`src/rtl/bit_split_32_pkg.sv`:
```
// Shared definitions for the bit splitter: widths, FSM encoding, beat payload.
package bit_split_32_pkg;

   localparam int unsigned WIDTH = 32;
   localparam int unsigned IDX_W = 5;

   typedef enum logic {
      ST_IDLE  = 1'b0,
      ST_SPLIT = 1'b1
   } state_t;

   // One emitted beat as seen downstream.
   typedef struct packed {
      logic [WIDTH-1:0] onehot;
      logic [IDX_W-1:0] index;
      logic             last;
   } beat_t;

endpackage : bit_split_32_pkg

```
`src/rtl/bit_split_32_if.sv`:
```
// Word-in / beat-out handshake bundle for bit_split_32.
// slave: the splitter itself; master: whoever feeds words and consumes beats.
interface bit_split_32_if;
   import bit_split_32_pkg::*;

   logic [WIDTH-1:0] in_word;
   logic             in_valid;
   logic             in_ready;
   logic [WIDTH-1:0] out_onehot;
   logic [IDX_W-1:0] out_index;
   logic             out_last;
   logic             out_valid;
   logic             out_ready;
   logic             busy;

   modport slave (
      input  in_word, in_valid, out_ready,
      output in_ready, out_onehot, out_index, out_last, out_valid, busy
   );

   modport master (
      output in_word, in_valid, out_ready,
      input  in_ready, out_onehot, out_index, out_last, out_valid, busy
   );

endinterface : bit_split_32_if

```
`src/rtl/bit_split_32_prio_enc.sv`:
```
// prio_enc_32: combinational priority encoder picking one set bit of a word.
// Default picks the lowest set bit; with BIT_SPLIT_MSB_FIRST_EN defined it
// picks the highest. An all-zero input gives onehot=0, index=0, any=0.
module prio_enc_32
   import bit_split_32_pkg::*;
(
   input  logic [WIDTH-1:0] vec,
   output logic [WIDTH-1:0] onehot,
   output logic [IDX_W-1:0] index,
   output logic             any
);

   // Scan so the last hit written is the bit with the highest priority.
   always_comb begin
      index = '0;
`ifdef BIT_SPLIT_MSB_FIRST_EN
      for (int i = 0; i < int'(WIDTH); i++) begin
         if (vec[i]) index = IDX_W'(i);
      end
`else
      for (int i = int'(WIDTH) - 1; i >= 0; i--) begin
         if (vec[i]) index = IDX_W'(i);
      end
`endif
      any    = |vec;
      onehot = any ? (WIDTH'(1) << index) : '0;
   end

endmodule : prio_enc_32

```
`src/rtl/bit_split_32.sv`:
```
// bit_split_32: emits each set bit of an accepted 32-bit word as its own
// one-hot beat, one beat per cycle under valid/ready. A zero word yields a
// single empty beat flagged last so frame boundaries are always visible.
// Build option: BIT_SPLIT_MSB_FIRST_EN emits the highest set bit first.
module bit_split_32
   import bit_split_32_pkg::*;
(
   input  logic           clk,
   input  logic           reset,
   bit_split_32_if.slave  bus
);

   state_t           state;
   logic [WIDTH-1:0] residual;

   logic [WIDTH-1:0] enc_onehot;
   logic [IDX_W-1:0] enc_index;
   logic             enc_any;
   logic             last_c;
   logic             split_c;
   beat_t            beat_c;

   prio_enc_32 u_prio_enc (
      .vec    (residual),
      .onehot (enc_onehot),
      .index  (enc_index),
      .any    (enc_any)
   );

   // Last beat: the frame is empty or only the selected bit remains.
   always_comb begin
      split_c = (state == ST_SPLIT);
      last_c  = !enc_any || ((residual & ~enc_onehot) == '0);
   end

   // FSM and residual register; reset discards any partial frame.
   always_ff @(posedge clk) begin
      if (reset) begin
         state    <= ST_IDLE;
         residual <= '0;
      end else begin
         case (state)
            ST_IDLE: begin
               if (bus.in_valid) begin
                  residual <= bus.in_word;
                  state    <= ST_SPLIT;
               end
            end
            ST_SPLIT: begin
               if (bus.out_ready) begin
                  residual <= residual & ~enc_onehot;
                  if (last_c) state <= ST_IDLE;
               end
            end
            default: begin
               state    <= ST_IDLE;
               residual <= '0;
            end
         endcase
      end
   end

   // Beat payload is forced to zero outside a frame.
   always_comb begin
      beat_c = '0;
      if (split_c) begin
         beat_c.onehot = enc_onehot;
         beat_c.index  = enc_index;
         beat_c.last   = last_c;
      end
   end

   // Handshake/status outputs depend on registered state only.
   always_comb begin
      bus.in_ready   = !split_c;
      bus.out_valid  = split_c;
      bus.busy       = split_c;
      bus.out_onehot = beat_c.onehot;
      bus.out_index  = beat_c.index;
      bus.out_last   = beat_c.last;
   end

endmodule : bit_split_32

```
`src/flat_wrapper.sv`:
```
// flat-port wrapper written by rule: the top's interface ports become plain ports
module bit_split_32_flat import bit_split_32_pkg::*;
  (clk, reset, bus_in_word, bus_in_valid, bus_out_ready, bus_in_ready, bus_out_onehot, bus_out_index, bus_out_last, bus_out_valid, bus_busy);
  bit_split_32_if bus_i ();
  input  logic clk;
  input  logic reset;
  input wire logic [$bits(bus_i.in_word)-1:0] bus_in_word;
  input wire logic [$bits(bus_i.in_valid)-1:0] bus_in_valid;
  input wire logic [$bits(bus_i.out_ready)-1:0] bus_out_ready;
  output wire logic [$bits(bus_i.in_ready)-1:0] bus_in_ready;
  output wire logic [$bits(bus_i.out_onehot)-1:0] bus_out_onehot;
  output wire logic [$bits(bus_i.out_index)-1:0] bus_out_index;
  output wire logic [$bits(bus_i.out_last)-1:0] bus_out_last;
  output wire logic [$bits(bus_i.out_valid)-1:0] bus_out_valid;
  output wire logic [$bits(bus_i.busy)-1:0] bus_busy;
  assign bus_i.in_word = bus_in_word;
  assign bus_i.in_valid = bus_in_valid;
  assign bus_i.out_ready = bus_out_ready;
  assign bus_in_ready = bus_i.in_ready;
  assign bus_out_onehot = bus_i.out_onehot;
  assign bus_out_index = bus_i.out_index;
  assign bus_out_last = bus_i.out_last;
  assign bus_out_valid = bus_i.out_valid;
  assign bus_busy = bus_i.busy;
  bit_split_32 u_core (.clk(clk), .reset(reset), .bus(bus_i));
endmodule
```
`config.mk`:
```
export PLATFORM = sky130hd
export DESIGN_NAME = bit_split_32_flat
export DESIGN_NICKNAME = d
export VERILOG_FILES = /design/src/rtl/bit_split_32_pkg.sv /design/src/rtl/bit_split_32_if.sv /design/src/rtl/bit_split_32_prio_enc.sv /design/src/rtl/bit_split_32.sv /design/src/flat_wrapper.sv
export SDC_FILE = /design/constraint.sdc
export NUM_CORES = 1
export LEC_CHECK = 0
export ABC_AREA = 0
export CELL_PAD_IN_SITES_DETAIL_PLACEMENT = 2
export CELL_PAD_IN_SITES_GLOBAL_PLACEMENT = 2
export CORE_AREA = 10 10 109 111
export DETAILED_ROUTE_END_ITERATION = 8
export DIE_AREA = 0 0 119 121
export PLACE_DENSITY_LB_ADDON = 0.1
export SLEW_MARGIN = 20
export SYNTH_ARGS = -nofsm -noshare
export SYNTH_HDL_FRONTEND = slang
export SYNTH_SLANG_ARGS = --single-unit
```
`constraint.sdc`:
```
create_clock -name clk -period 11 [get_ports clk]
set_clock_uncertainty 0.05 [all_clocks]
set_input_delay 2.75 -clock clk [delete_from_list [all_inputs] [get_ports clk]]
set_output_delay 2.75 -clock clk [all_outputs]
set_load 0.01 [all_outputs]
```
==> results_dict.tcl <==
set metrics [dict create \
    fp.dieW_um 119 \
    synth_top_area_cell "dfxtp_1" \
    grt_max_degree 34 \
    synthTopCellsByArea "dfxtp_1 26%, nor2_1 12%, nand2_1 6.0%" \
    cts_root_buf "clkbuf_8" \
    synth_top_cell_area_share_pct 25.68 \
    netlist_area_mm2 0.002572 \
    fin_area_mm2 0.003530 \
    drt_iter0_markers 197 \
    maxCapViolCount 0 \
    dp_hpwl_um 11000 \
    final_layout_size_suffix_gt1_share_pct 7.449 \
    final_antenna_net_count 0 \
    rows 36 \
    critPathLaunchType "flip-flop" \
    post-route-min-period_ps 7505 \
    internal-power_w 0.0002432 \
    required_ps 8200 \
    switching_share_pct 45.22 \
    arrival_ps 4700 \
    grt_pass1_vias 3699 \
    final-setup-viol-count 0 \
    hold_buffers 0 \
    grt_antenna_before_repair 0 \
    antenna_cells 0 \
    vias 3278 \
    post_cts_buffers 0 \
    fillers 1167 \
    syn_to_final_growth_pct 37.21 \
    timing.final.ws_setup_ps 3495 \
    worst_setup_path_end_kind "primary output" \
    initial_core_util_pct 26.69 \
    hp-class "reg -> reg" \
    cts.sinks 33 \
    clkSlewWorstSetupHoldPaths_ps 70 \
    syn_nets 413 \
    placed_cell_area_mm2 0.003443 \
    syn_inst 377 \
    multi_input_area_mm2 0.001784 \
    ys_seq_area_share_pct 25.68 \
    outcome "complete, no violations" \
    numCtsBuffers 5 \
    cts_tree "done" \
    power_w 0.0004440 \
    cp_max_fo 14 \
    die_height_um 121 \
    fin_tns_setup_ps 0 \
    clkLatencyLatePin_ps 310 \
    p_seq_share_pct 32.9 \
    p_leak_nw 1.183 \
    synth_edf_count 0 \
    rsz0062_at_grt "no" \
    drc 0 \
    ys_ff_latch 33 \
    holdWs_ps 527.8 \
    avgSynthCellArea_um2 6.824 \
    synth_cell_type_count 57 \
    maxSlewViolCount 0 \
    hold_violations 0 \
    ys_warn_count 0 \
    final.period_utilization_pct 68.23 \
    htree_levels 2 \
    timing_worst_setup_path_type "reg -> out" \
    final_nets 479 \
    p_per_area_mw_per_mm2 125.8 \
    synth_top_family_by_area "simple AND/OR/NAND/NOR gates" \
    tightest_slew_ps 1135 \
    avgViaCountPerCell 5.691 \
    io_pins 77 \
    first_pass_iters 4 \
    switchingPower_w 0.0002008 \
    synth_adder_area_share_pct 0 \
    regArea_um2 660.6 \
    coreArea_mm2 0.009639 \
    synthFlopType "dfxtp_1" \
    place_worst_setup_slack_ps 3910 \
    grt_pass1_wl_um 22310 \
    slew_headroom_pct 24.32 \
    grt_overflow 0 \
    synth-compound-area-share_pct 26.31 \
    wirelength_um 14190 \
    synth_xor_xnor_area_share_pct 0 \
    p_comb_share_pct 44.8 \
    die_area_mm2 0.01440 \
    grt_util_all_layers_pct 19.84 \
    async_reset_ff_share_pct 0 \
    muxShareOfSynthArea_pct 1.556 \
    p_clk_share_pct 22.3 \
    place.gp.congestion 0.9598 \
    wire_per_inst_um 24.64 \
    cts_buffer_depth 2 \
    io_buffer_count 76 \
    synth-simple-area-share_pct 41.39 \
    ir_worst_vdd_mv 0.04156 \
    cts_resized 0 \
    max_freq_mhz 133.2 \
]
[cells in the mapped netlist (3+ instances only)]
cell,n
a211oi_1,3
a21boi_0,3
a21o_1,3
a21oi_1,21
a22oi_1,6
a31oi_1,5
and2_1,3
buf_4,4
clkbuf_1,16
dfxtp_1,33
inv_1,6
mux2i_1,4
nand2_1,41
nand2b_1,5
nand3_1,9
nand4_1,3
nor2_1,81
nor2b_1,4
nor3_1,28
nor4_1,15
nor4_2,4
o211ai_1,4
o21ai_0,20
o311ai_0,3
o31a_1,4
o31ai_1,4
or3_1,4
or4_1,3
[state kept, by name, summed over array words and instances (netlist names)]
signal,count
u_core.bus.busy,1
u_core.residual,32
[layout make-up]
type | instances | share of cell area (%)
Clock buffer | 7 | 2.446
Multi-Input combinational cell | 314 | 50.55
Tap cell | 133 | 4.715
Inverter | 7 | 0.7444
Timing Repair Buffer | 82 | 22.83
Sequential cell | 33 | 18.72
[final timing paths]
path	from	to	slack [ps]	depth (start not counted)
max	u_core.residual[23]$_SDFFE_PP0P_	bus_out_last	3500	11
min	u_core.residual[28]$_SDFFE_PP0P_	u_core.residual[28]$_SDFFE_PP0P_	530	2
max reg2reg	u_core.residual[23]$_SDFFE_PP0P_	u_core.bus.busy$_SDFF_PP0_	7030	10
min reg2reg	u_core.residual[28]$_SDFFE_PP0P_	u_core.residual[28]$_SDFFE_PP0P_	530	2
[cells by family (layout without fill, tap and decap cells)]
| family | after synthesis | count (layout) |
|---|---|---|
| flip-flops | 33 | 33 |
| AND/OR/NAND/NOR | 212 | 212 |
| AO/OA/AOI/OAI | 98 | 98 |
| multiplexers | 4 | 4 |
| buffers and inverters | 30 | 96 |
[stage by stage]
stage / util (%) / cells
2_1_floorplan: - / 377
3_3_place_gp: 35.72 / 569
3_5_place_dp: 35.72 / 569
4_1_cts: 36.62 / 576
5_1_grt: 36.62 / 576
6_report: 36.62 / 576
[placed cells by master, fill, tap and decap left out, types with 5 or more instances in the layout]
master and n:
o21ai_0 20, buf_4 6, nand3_1 9, dfxtp_1 33
a31oi_1 5, clkdlybuf4s50_1 76, nor3_1 28, a21oi_1 21
nand2_1 41, nand2b_1 5, nor4_1 15, clkbuf_8 6
nor2_1 81, a22oi_1 6, inv_1 6
[routing by layer]
layer | part of all wire [%] | up-vias | wire length, um | GRT usage (%)
li1 | - | 1526 | - | -
met4 | 3.1 | 0 | 435 | 7.557
met3 | 8.7 | 26 | 1234 | 6.701
met2 | 47 | 129 | 6671 | 33.13
met5 | 0 | - | 0 | 0
met1 | 41 | 1597 | 5851 | 23.00
[power by group through the flow]
stage / Clock (W) / Sequential [W] / Combinational [W]
after detailed placement: 0 / 0.000149 / 0.000197
after global routing: 0.000106 / 0.000147 / 0.000216
after floorplan: 0 / 0.000140 / 0.000119
after CTS: 0.000101 / 0.000146 / 0.000198
final: 0.0000990 / 0.000146 / 0.000199
after global placement: 0 / 0.000148 / 0.000196
[critical path, stage by stage (launching register included)]
cell and delay [ps]:
dfxtp_1 370, nor2_1 240, o311ai_0 220, a31o_2 280, a21oi_1 900, o21ai_0 210
buf_4 270, o21ai_0 350, nand3_1 160, a2111oi_0 600, and3_1 240, clkdlybuf4s50_1 560
Power figures use the tool's default switching activity.
